## src/rtl/keypad_scanner.sv

```systemverilog
// 3x4 matrix keypad scanner: column drive, 2-flop row sync, frame debounce and
// a press/release FSM that emits one key_valid strobe per accepted new key.
module keypad_scanner #(
  parameter int SCAN_DIV  = 50000,
  parameter int DEB_SCANS = 4
) (
  input  logic        clk,
  input  logic        rst_n,
  input  logic [3:0]  key_row,
  output logic [2:0]  key_col,
  output logic [11:0] key_data,
  output logic        key_valid,
  output logic        o_fsm_state
);

  localparam int DW = $clog2(SCAN_DIV);
  localparam int CW = $clog2(DEB_SCANS + 1);
  localparam logic [DW-1:0] DIV_LAST = DW'(SCAN_DIV - 1);
  localparam logic [CW-1:0] CNT_MAX  = CW'(DEB_SCANS);

  typedef enum logic {
    S_IDLE    = 1'b0,
    S_PRESSED = 1'b1
  } state_t;

  logic [3:0]    r_sync1;
  logic [3:0]    r_sync2;
  logic [DW-1:0] r_div;
  logic [1:0]    r_col_idx;
  logic [2:0]    r_col;
  logic [11:0]   r_raw;
  logic [11:0]   r_prev;
  logic [11:0]   r_deb;
  logic [CW-1:0] r_stable_cnt;
  logic          r_deb_upd;
  state_t        r_state;
  logic [11:0]   r_key_data;
  logic          r_key_valid;

  logic          w_col_end;
  logic          w_frame_end;
  logic [11:0]   w_frame;
  logic [CW-1:0] w_cnt_next;
  logic          w_onehot;

  assign w_col_end   = (r_div == DIV_LAST);
  assign w_frame_end = w_col_end && (r_col_idx == 2'd2);
  assign w_onehot    = (r_deb != 12'd0) && ((r_deb & (r_deb - 12'd1)) == 12'd0);

  // Key n = 3r+c+1 lives in bit 12-n, so column c owns bits 11-c, 8-c, 5-c, 2-c.
  always_comb begin
    w_frame = r_raw;
    if (w_col_end) begin
      case (r_col_idx)
        2'd0:    {w_frame[11], w_frame[8], w_frame[5], w_frame[2]} =
                   {r_sync2[0], r_sync2[1], r_sync2[2], r_sync2[3]};
        2'd1:    {w_frame[10], w_frame[7], w_frame[4], w_frame[1]} =
                   {r_sync2[0], r_sync2[1], r_sync2[2], r_sync2[3]};
        2'd2:    {w_frame[9], w_frame[6], w_frame[3], w_frame[0]} =
                   {r_sync2[0], r_sync2[1], r_sync2[2], r_sync2[3]};
        default: w_frame = r_raw;
      endcase
    end
  end

  always_comb begin
    w_cnt_next = r_stable_cnt;
    if (w_frame != r_prev)
      w_cnt_next = CW'(1);
    else if (r_stable_cnt != CNT_MAX)
      w_cnt_next = r_stable_cnt + 1'b1;
  end

  always_ff @(posedge clk) begin
    if (!rst_n) begin
      r_sync1      <= '0;
      r_sync2      <= '0;
      r_div        <= '0;
      r_col_idx    <= 2'd0;
      r_col        <= 3'b001;
      r_raw        <= '0;
      r_prev       <= '0;
      r_deb        <= '0;
      r_stable_cnt <= '0;
      r_deb_upd    <= 1'b0;
    end else begin
      r_sync1   <= key_row;
      r_sync2   <= r_sync1;
      r_deb_upd <= 1'b0;
      if (w_col_end) begin
        r_div <= '0;
        r_raw <= w_frame;
        if (r_col_idx == 2'd2) begin
          r_col_idx <= 2'd0;
          r_col     <= 3'b001;
        end else begin
          r_col_idx <= r_col_idx + 2'd1;
          r_col     <= {r_col[1:0], 1'b0};
        end
      end else begin
        r_div <= r_div + 1'b1;
      end
      // Debounced pattern only moves on the frame where the run first reaches DEB_SCANS.
      if (w_frame_end) begin
        r_prev       <= w_frame;
        r_stable_cnt <= w_cnt_next;
        if ((w_cnt_next == CNT_MAX) && (r_stable_cnt != CNT_MAX)) begin
          r_deb     <= w_frame;
          r_deb_upd <= 1'b1;
        end
      end
    end
  end

  // key_valid is a one-clock strobe with no backpressure; key_data is stable
  // while it is high and holds until the FSM next changes state.
  always_ff @(posedge clk) begin
    if (!rst_n) begin
      r_state     <= S_IDLE;
      r_key_data  <= '0;
      r_key_valid <= 1'b0;
    end else begin
      r_key_valid <= 1'b0;
      if (r_deb_upd) begin
        case (r_state)
          S_IDLE: begin
            if (w_onehot) begin
              r_state     <= S_PRESSED;
              r_key_data  <= r_deb;
              r_key_valid <= 1'b1;
            end else begin
              r_key_data <= '0;
            end
          end
          S_PRESSED: begin
            if (r_deb == 12'd0) begin
              r_state    <= S_IDLE;
              r_key_data <= '0;
            end
          end
          default: r_state <= S_IDLE;
        endcase
      end
    end
  end

  assign key_col     = r_col;
  assign key_data    = r_key_data;
  assign key_valid   = r_key_valid;
  assign o_fsm_state = r_state;

endmodule

```

## config.mk

```make
export PLATFORM = sky130hd
export DESIGN_NAME = keypad_scanner
export DESIGN_NICKNAME = d
export VERILOG_FILES = /design/src/rtl/keypad_scanner.sv
export SDC_FILE = /design/constraint.sdc
export NUM_CORES = 1
export LEC_CHECK = 0
export CORE_UTILIZATION = 50
export DETAILED_ROUTE_END_ITERATION = 7
export GPL_TIMING_DRIVEN = 0
export PLACE_DENSITY_LB_ADDON = 0.15
export SLEW_MARGIN = 20
export SYNTH_ARGS = -nofsm -noshare
export SYNTH_HDL_FRONTEND = slang
export SYNTH_SLANG_ARGS = --single-unit
```

## constraint.sdc

```tcl
create_clock -name clk -period 2.9 [get_ports clk]
set_clock_uncertainty 0.2 [all_clocks]
set_input_delay 0.29 -clock clk [delete_from_list [all_inputs] [get_ports clk]]
set_output_delay 0.29 -clock clk [all_outputs]
set_load 0.005 [all_outputs]
```

# After elaboration in Yosys (flattened, before gate mapping)
# Cells that the tools add are included.
# W data, S select, Z words.
[classes]
addsub = 4
muxes = 24
n_eq_ne = 7
bitwise_logic = 4
reduce_logical = 12
[op_table]
columns = ["op", "n"]
rows = [
  ["$mux W12", 3],
  ["$logic_not A12 Y1", 2],
  ["$pmux W12 S2", 1],
  ["$add A16 B1 Y16 const B", 1],
  ["$eq A16 B16 Y1 const B", 1],
  ["$mux W1", 15],
  ["$and A12 B12 Y12", 1],
  ["$ne A12 B12 Y1", 1],
  ["$reduce_bool A12 Y1", 1],
  ["$sub A12 B1 Y12 const B", 1],
  ["$mux W3", 3],
  ["$reduce_and A2 Y1", 3],
  ["$add A3 B1 Y3 const B", 1],
  ["$eq A3 B3 Y1 const B", 1],
  ["$logic_and A1 B1 Y1", 3],
  ["$ne A3 B3 Y1 const B", 1],
  ["$not A1 Y1", 3],
  ["$reduce_or A3 Y1", 1],
  ["$add A2 B1 Y2 const B", 1],
  ["$eq A2 B1 Y1 const B", 1],
  ["$eq A2 B2 Y1 const B", 1],
  ["$logic_not A2 Y1", 1],
  ["$mux W2", 1],
  ["$ne A2 B1 Y1 const B", 1],
  ["other kinds (2)", 2],
]
[totals]
inputBits = 6
register_bits = 83
elab_cells = 64
out_inout_bits = 17

# Logic depth before layout (Yosys ltp)
# Gate-level depths: netlist (run 1).
[logic_depth]
word_depth = 8
depth_mapped = 10
depth_no_buf = 7

# Worst setup path before layout (run 1)
# No wires, ideal clock.
[synth_path]
path_kind = "register -> register"
from = "reg r_div[0]"
to = "reg r_deb[3]"
setup_time_ns = 0.123
stages_incl_launch_ff = 11
synth_period_minus_slack_ns = 2.551
n_path_buf = 3
required_time_ns = 2.577
path_slack_ns = 0.349
arrival_time_ns = 2.227
path_cell_list = "dfxtp_1 -> ha_1 -> and3_1 -> buf_2 -> and4_1 -> buf_4 -> nand4b_1 -> a311oi_1 -> nand4_1 -> buf_4 -> mux2_1"
[synth_via]
elab_chain_cells = 7
elab_cells_between_ends = 8
cone_classes = "3 x eq/ne; 2 x mux; 3 x reduce/logical"
[synth_rtl]
columns = ["item", "line", "rtl"]
rows = [
  ["start: declaration", "28", "logic [DW-1:0] r_div;"],
  ["start signal: assignment", "101", "r_div <= r_div + 1'b1;"],
  ["$eq A16 B16 Y1 *", "46", "assign w_col_end = (r_div == DIV_LAST);"],
  ["$mux W12", "53", "if (w_col_end) begin"],
  ["$ne A12 B12 Y1", "68", "if (w_frame != r_prev)"],
  ["$mux W3", "68", ""],
  ["$eq A3 B3 Y1", "107", "if ((w_cnt_next == CNT_MAX) && (r_stable_cnt != CNT_MAX)) begin"],
  ["$logic_and A1 B1 Y1", "107", ""],
  ["$reduce_and A2 Y1 (no source line)", "-", ""],
  ["end signal: assignment", "108", "r_deb <= w_frame;"],
  ["end: declaration", "33", "logic [11:0] r_deb;"],
]
# Mark *: on every way between the ends. The rest lies on a longest branch, timed or not.
# A chain may end at the register's enable or synchronous reset.

# Worst setup path after layout (run 1)
[layout_path]
from = "reg r_div[9]"
to = "reg r_deb[9]"
# The elaborated chain is that of the path after synthesis.

==> results of run 1 <==
cells by family (layout without fill, tap and decap cells):
kind of cell | Yosys count | count (layout) | synth area share, %
buffers and inverters | 34 | 77 | 4.08
flip-flops | 83 | 83 | 46.8
AND/OR/NAND/NOR | 166 | 166 | 24.2
XOR/XNOR | 21 | 21 | 5.18
adder cells (fa/ha/maj) | 5 | 5 | 1.66
multiplexers | 16 | 16 | 4.82
AO/OA/AOI/OAI | 65 | 65 | 13.3
registers in the layout, indices dropped and copies added (netlist names), 2 cells and up:
register	cells
key_col	3
r_deb	12
r_sync1	4
r_prev	12
key_data	12
r_raw	12
r_div	16
r_stable_cnt	3
r_col_idx	2
r_sync2	4
worst max path at each step:
stage                     startpoint        to  depth (start not counted)
after floorplan             r_div[0]  r_deb[3]                         10
after global placement      r_div[4]  r_deb[9]                          8
after detailed placement    r_div[4]  r_deb[9]                          8
after CTS                   r_div[0]  r_deb[9]                         10
after global routing        r_div[1]  r_deb[9]                         10
final                       r_div[9]  r_deb[9]                          8
cell type report:
cell class                      instances  area, um^2
Clock inverter                          7        76.3
Timing Repair Buffer                   27         258
Sequential cell                        83        1660
Multi-Input combinational cell        273        1780
Tap cell                               96         120
Inverter                               20        75.1
Buffer                                 14        76.3
Fill cell                             633        2660
Clock buffer                            9         124
power breakdown:
group | internal [mW] | switching (mW) | leakage, nW
sequential | 1.15 | 0.00839 | 0.671
clock | 0.403 | 0.433 | 0.0962
combinational | 0.0175 | 0.0277 | 0.830
stage by stage:
step | cells | total power, mW | util (%)
final | 529 | 2.04 | 61.0
after global placement | 508 | 1.23 | 57.0
after floorplan | 390 | 1.21 | -
after detailed placement | 508 | 1.23 | 57.0
after global routing | 529 | 2.12 | 61.0
after CTS | 526 | 2.06 | 60.1
metal layers:
metal	wire length (um)	vias to the layer above	GRT usage (%)
li1	-	1439	-
met1	3530	1324	28.4
met2	3500	82	34.9
met3	381	10	6.19
met4	155	0	10.5
met5	0	-	0
cells in the mapped netlist, types with 7 or more instances:
| master | number | area [um^2] |
|---|---|---|
| sky130_fd_sc_hd__mux2i_1 | 7 | 70.1 |
| sky130_fd_sc_hd__clkbuf_1 | 9 | 33.8 |
| sky130_fd_sc_hd__nor3_1 | 7 | 35.0 |
| sky130_fd_sc_hd__and2_1 | 14 | 87.6 |
| sky130_fd_sc_hd__nor2_1 | 31 | 116 |
| sky130_fd_sc_hd__a21oi_1 | 22 | 110 |
| sky130_fd_sc_hd__nand2_1 | 52 | 195 |
| sky130_fd_sc_hd__dfxtp_1 | 83 | 1660 |
| sky130_fd_sc_hd__a22o_1 | 11 | 96.3 |
| sky130_fd_sc_hd__nand3_1 | 18 | 90.1 |
| sky130_fd_sc_hd__xor2_1 | 15 | 131 |
| sky130_fd_sc_hd__inv_1 | 20 | 75.1 |
worst register-to-register path, cell delays in order, from the launching register on:
cell	delay (ps)
sky130_fd_sc_hd__dfxtp_1	420
sky130_fd_sc_hd__nor4bb_2	390
sky130_fd_sc_hd__and4_4	290
sky130_fd_sc_hd__buf_4	170
sky130_fd_sc_hd__nand4b_1	130
sky130_fd_sc_hd__a311oi_2	330
sky130_fd_sc_hd__nand4_1	220
sky130_fd_sc_hd__buf_6	190
sky130_fd_sc_hd__mux2_1	310
what timing repair did:
action,in CTS,in global routing
setup buffers,2,3
hold endpoints to repair,0,0
pin swaps,2,2
resized for setup,0,9
gates cloned,0,0
setup endpoints to repair,4,17
==> results.md, run 1 <==
Drt:
- In the routed design, unresolved DRC markers number 0.
- The total via count in the routed design is between 2k and 3k.
- The via count normalized by instance count is ~5.4.
- The sum of routed wire length over all layers is approximately 7600 um.
- After the first detailed-routing iteration, the DRC count stood at around 150.
- The first-pass iteration count of the detailed router is 4.
- In this run the remaining antenna-violating nets after routing total 0.
- Dividing the detail-routed wire length by the instance count gives between 10 and 15 um.

Timing:
- The actual transition at the worst max-transition pin is around 560 ps.
- Final hold analysis gives a worst-case slack of approximately 240 ps.
- Setup slack on the critical path of the routed design comes to approximately 140 ps.
- The max-slew violation count was 0.
- Setup repair after global routing left no endpoint under its margin.
- Setup violations remaining at the end of the flow were counted as 0.
- The total negative slack for setup checks is 0 ps.
- Derived from the worst setup path, the maximum achievable clock frequency is about 360 MHz.
- The post-route fraction of the period consumed by the critical path is between 90% and 100%.
- The worst slew margin relative to its limit is 62.4%.
- The final count of hold timing violations is 0.
- The final critical path time including I/O delays and setup is approximately 2800 ps.

Synthesis:
- For this run, asynchronously set or reset flops after synthesis account for 0%.
- The most instantiated flip-flop cell in the synthesis netlist is sky130_fd_sc_hd__dfxtp_1.
- The net count of the mapped netlist is around 400.
- Synthesis handed over a netlist of 390 instances.
- After synthesis, the netlist uses 57 different library cells.
- The share of the Yosys chip area taken by registers is a little under half.
- The total of warnings raised by yosys is 0.
- The total standard cell area after synthesis is 3550 um^2.
- In this run, synthesis inferred 0 flip-flops with an integrated enable.
- The register bit count reported by yosys is 83.
- The average cell area after synthesis is around 9.1 um^2.

Setup path:
- For this design, the slowest cell found on the critical path is sky130_fd_sc_hd__dfxtp_1.
- The end of the worst register-to-register path is r_deb[9].
- The data arrival time of the critical path is 2810 ps.
- On the critical path the largest part of the delay comes from simple AND/OR/NAND/NOR gates.
- The worst register-to-register path begins at r_div[9].
- The nature of the critical path startpoint is a flip-flop.
- On the worst path, the slowest cell contributes a delay of 420 ps.
- In this run the register-to-register setup slack is between 100 and 150 ps.
- Counting both buffers and inverters, the worst setup path holds a total of 2.
- For the worst setup path, the data required time is roughly 3000 ps.
- The largest fanout of any net on the critical path is 10.
- The critical path is of the reg -> reg type.
- The worst setup path is captured at a flip-flop.
- Traced cell by cell, the critical path runs through nor4bb_2 -> and4_4 -> buf_4 -> nand4b_1 -> a311oi_2 -> nand4_1 -> buf_6 -> mux2_1.
- The number of cells on the worst reg-to-reg path is 8.

Floorplanning:
- The core region is ~6800 um^2.
- The initialized floorplan defines 30 standard-cell rows.
- The die outline width is 86.3 um.
- The die span in y is 86.3 um.
- The floorplan step defined a die boundary enclosing 7450 um^2.
- The number of top-level design ports is 23.
- For this configuration, the core starts out at a cell density of 52.0%.

Power and ir drop:
- Across the VDD grid, the largest voltage drop is 0.242 mV.
- The total power density per cell area is approximately 490 nW/um^2.
- The analysis attributes to cell leakage a power of about 1.6 nW.

Placed design:
- Once detailed placement completed, the half-perimeter wirelength came to around 5400 um.
- The pre-CTS setup slack is -90.3 ps.
- The final weighted congestion of routability-driven global placement is roughly 0.92.
- Input and output buffers added on the ports amount to 22.
- Once placement finished, the instance area stood at approximately 3900 um^2.

Global route:
- The largest net degree at the start of global routing is 16.
- The overflow left after global routing is 0.
- The global-route wire length before repair is approximately 13,000 um.
- The number of antenna violations at the first check in global routing is 0.
- The number of global-route vias before repair is 2,689.
- Global routing consumed, over all layers together, between 20% and 30% of the routing resources.

Finish:
- For this run, the post-layout net count is about 440.
- Leaving out fill and tap cells, the most frequent cell in the layout is sky130_fd_sc_hd__dfxtp_1.
- The post-synthesis to final-layout area growth is 17.3%.
- The library cells used most frequently in the layout, excluding fill and tap cells, are sky130_fd_sc_hd__dfxtp_1 (82), sky130_fd_sc_hd__nand2_1 (52), sky130_fd_sc_hd__nor2_1 (31).
- The count of antenna diodes in the layout is 0.
- With fillers left out, the area of the finished cells amounts to about 4200 um^2.
- In the final layout, the share of cells above drive strength 1 is between 10% and 20%.

Clocking:
- Counting the buffers created by CTS gives 9.
- Clock-pin slew was measured on the worst setup and hold paths at around 90 ps.
- Clock latency on the worst-skew pair, taken at its later pin, is between 300 and 400 ps.
- TritonCTS built the clock tree.
- The number of buffers inserted by hold repair at cts is 0.
- The clock passes through at most 2 buffers.
- The clock drives 83 sinks.
- In this run the number of H-tree levels came out at 3.
- The root buffer cell is sky130_fd_sc_hd__clkbuf_8.

Hold path:
- The worst hold path belongs to the class reg -> reg.
- The start point of the worst hold path is r_div[0].
- The path with the worst hold slack has its endpoint at r_div[0].
- The worst hold path depth is 1.

Run:
- The number of maximum-capacitance constraint violations is 0.

Run status:
- The run finished with clean final reports.
No activity file was read; power rests on OpenSTA's default activity.
==> inputs of run 2 (changes only) <==
PLACE_DENSITY = 0.74   (was unset)
PLACE_DENSITY_LB_ADDON = unset   (was 0.15)
==> results.md, run 2 (synthesis results as in run 1) <==
Run status:
- The flow ran to the end, and the final reports show no timing, DRC or antenna violations.

Power and ir drop:
- The static power due to leakage is 1.59 nW (-0.67%).
- The register share of total power is 56.2% (-0.5 points).
- The overall power is 2.06 mW (+0.99%).
- The clock network power share is 41.7% (+0.6 points).
- The portion of total power attributed to combinational logic is 2.2% (about the same).
- The internal portion of total power came to 1.58 mW (+0.58%).
- The total power density per cell area was 497 nW/um^2 (+1.7%).
- The net load switching power is 0.481 mW (+2.3%).
- The switching portion of total power is 23.4% (+0.31 points).
- The worst-case vdd ir drop came to 0.335 mV (+38%).

Floorplanning:
- The core region area is 6830 um^2 (unchanged).
- The number of standard-cell rows in the floorplan is 30 (unchanged).
- The number of top-level design ports is 23 (unchanged).
- The initial core utilization is 52.0% (unchanged).
- The overall die area is 7450 um^2 (unchanged).
- The die span in y came to 86.3 um (unchanged).
- The die outline width is 86.3 um (unchanged).

Clocking:
- The number of sinks handled by clock tree synthesis is 83 (unchanged).
- The largest buffer count on any clock path is 2 (unchanged).
- The clock network latency to the later pin of the worst-skew pair was 360 ps (about the same).
- The number of CTS-inserted buffers is 9 (unchanged).
- The CTS tree is done.
- The post-CTS clock slew at the launch and capture registers of the worst setup and hold paths is 80 ps (about the same).
- The deepest level of the CTS H-tree is 3 (unchanged).
- The root buffer cell is sky130_fd_sc_hd__clkbuf_8.
- The number of buffers inserted by hold repair at cts is 0 (unchanged).

Timing:
- The post-route fraction of the period consumed by the critical path came to 97.8% (+2.6 points).
- The worst slew margin relative to its limit was 61.0% (-1.4 points).
- The total negative slack for setup checks is 0 ps (unchanged).
- The max-slew violation count came to 0 (unchanged).
- The final critical path time including I/O delays and setup is 2840 ps (+74.1 ps).
- The final count of hold timing violations came to 0 (unchanged).
- The count of final setup violators is 0 (unchanged).
- The actual transition at the worst max-transition pin is 584 ps (+21.4 ps).
- The final worst setup slack is 63.7 ps (-74.1 ps).
- The worst hold slack was 238 ps (+1.84 ps).
- Setup repair after global routing could not meet its margin everywhere.
- The maximum achievable frequency is 353 MHz (-2.6%).

Setup path:
- The largest fanout of any net on the critical path is 10 (unchanged).
- The capture point of the worst path is r_deb[9].
- The slowest library cell on the worst path is sky130_fd_sc_hd__dfxtp_1.
- The category of the critical setup timing path is reg -> reg.
- The required time at the endpoint of the critical path is 2940 ps (about the same).
- The number of cells on the worst reg-to-reg path came to 10 (+2).
- The launch point of the worst path is r_div[0].
- The end of the worst register-to-register path is r_deb[9].
- The worst setup path is launched from a flip-flop.
- In this run the critical register-to-register path is launched from r_div[0].
- The data arrival time of the critical path came to 2880 ps (+70 ps).
- Walking the worst path, the cells encountered are ha_1 -> and3_1 -> buf_2 -> and4_1 -> buf_4 -> nand4b_1 -> a311oi_2 -> nand4_1 -> buf_4 -> mux2_1.
- The setup slack of the most critical reg-to-reg path is 60 ps (-70 ps).
- Among the stages of the critical path, the cell type that occurs most often is sky130_fd_sc_hd__buf_4.
- The largest stage delay on the critical path is 380 ps (-40 ps).
- The type of element capturing the critical path is a flip-flop.

Finish:
- In the layout the commonest cells are sky130_fd_sc_hd__dfxtp_1 (83), sky130_fd_sc_hd__nand2_1 (52), sky130_fd_sc_hd__nor2_1 (31).
- The number of standard cells in the layout, taps in and fillers out is 526 (-0.57%).
- Compared with the post-synthesis result, the final layout area differs by 16.5%.
- Leaving out fill and tap cells, the most frequent cell in the layout is sky130_fd_sc_hd__dfxtp_1.
- The fraction of final layout cells with drive strength greater than 1 is 9.07% (-1.3 points).
- The count of antenna diodes in the layout came to 0 (unchanged).
- The flip-flop count of the largest register after layout is 16 (unchanged).
- The final net count came to 434 (-0.69%).
- Counting flops per register, the top entry is r_div.
- The filler cell count is 625 (-1.3%).

Placed design:
- The count of input and output buffers is 22 (unchanged).
- The number of placed cells counting well taps is 508 (unchanged).
- The total half-perimeter wirelength after legalization and detailed placement came to 5400 um (-0.68%).
- The final weighted congestion of routability-driven global placement was 0.956 (+3.5%).
- The pre-CTS setup slack is -83.5 ps (+6.88 ps).

Drt:
- The number of DRC violations after detailed routing is 0 (unchanged).
- The total via count in the routed design came to 2,853 (-0.070%).
- The sum of routed wire length over all layers came to 7390 um (-2.3%).
- The first-pass iteration count of the detailed router is 5 (+1).
- The number of antenna-violating nets in the routed design was 0 (unchanged).
- The average detailed-routed wire length per instance is 14.0 um (-1.7%).
- The number of DRC markers after the initial detailed-route iteration was 165 (+7.8%).
- The via count normalized by instance count is 5.42 (+0.50%).

Run:
- The number of maximum-capacitance constraint violations is 0 (unchanged).

Global route:
- The global-route usage over all layers was 21.5% (-0.74 points).
- The global-route wire length before repair is 12,400 um (-2.0%).
- The number of global-route vias before repair is 2,708 (+0.71%).
- The number of antenna violations at the first check in global routing is 0 (unchanged).
- The largest net degree at the start of global routing came to 17 (+1).
- The overflow left after global routing is 0 (unchanged).

Hold path:
- The worst hold path belongs to the class reg -> reg.
==> run 2: worst max-delay path, delay by kind of cell, from the launching register on <==
kind	cells	cell delay, ps
DFF	1	380
adders and majority gates	1	220
AOI/OAI and AO/OA	1	270
buffers and inverters	3	590
and+or+nand+nor	4	740
muxes	1	310
==> run 2: worst min-delay path by stage <==
stage	end	slack, ps	cells after the start	start
2_1_floorplan	r_sync2[0]	210	1	r_sync1[0]
3_3_place_gp	r_sync2[1]	210	1	r_sync1[1]
3_5_place_dp	r_sync2[0]	220	1	r_sync1[0]
4_1_cts	r_sync2[1]	240	1	r_sync1[1]
5_1_grt	r_sync2[1]	240	1	r_sync1[1]
6_report	r_sync2[0]	240	1	r_sync1[0]
==> run 2: stage by stage <==
stage | util [%] | instance area [um^2]
2_1_floorplan | - | 3550
3_3_place_gp | 57.0 | 3890
3_5_place_dp | 57.0 | 3890
4_1_cts | 60.3 | 4120
5_1_grt | 60.6 | 4140
6_report | 60.6 | 4140
==> run 2: metal layers <==
metal	global-route usage (%)	wire (um)	up-vias	share of wire, %
met1	26.8	3430	1343	46
met2	36.3	3520	71	48
li1	-	-	1431	-
met3	3.81	361	8	4.9
met4	9.85	79	0	1.1
met5	0	0	-	0
==> run 2: timing repair <==
action | CTS | global route
gates resized for setup | 1 | 3
endpoints found under the setup margin | 4 | 14
setup buffers | 2 | 0
pin swaps | 2 | 0
==> run 2: cell type report <==
class                   instances  area (um^2)  area share [%]
repair buffers                 24          235            5.68
multi-input cells             273         1770            42.8
flip-flops and latches         83         1660            40.1
clock inverters                 7         82.6            2.00
plain buffers                  14         70.1            1.69
well taps                      96          120            2.90
clock buffers                   9          124            2.99
inverters                      20         75.1            1.81
==> run 2: power groups by stage <==
stage | combinational (mW) | clock (mW) | sequential [mW]
final | 0.0449 | 0.857 | 1.16
after global routing | 0.0504 | 0.933 | 1.16
after CTS | 0.0451 | 0.880 | 1.16
after detailed placement | 0.0449 | 0 | 1.18
after global placement | 0.0444 | 0 | 1.18
after floorplan | 0.0279 | 0 | 1.18
==> inputs of run 3 (changes only) <==
SKIP_LAST_GASP = 1   (was unset)
SLEW_MARGIN = 5   (was 20)
==> results of run 3 <==
No change in the layout: final DEF, timing and power equal those of run 2.
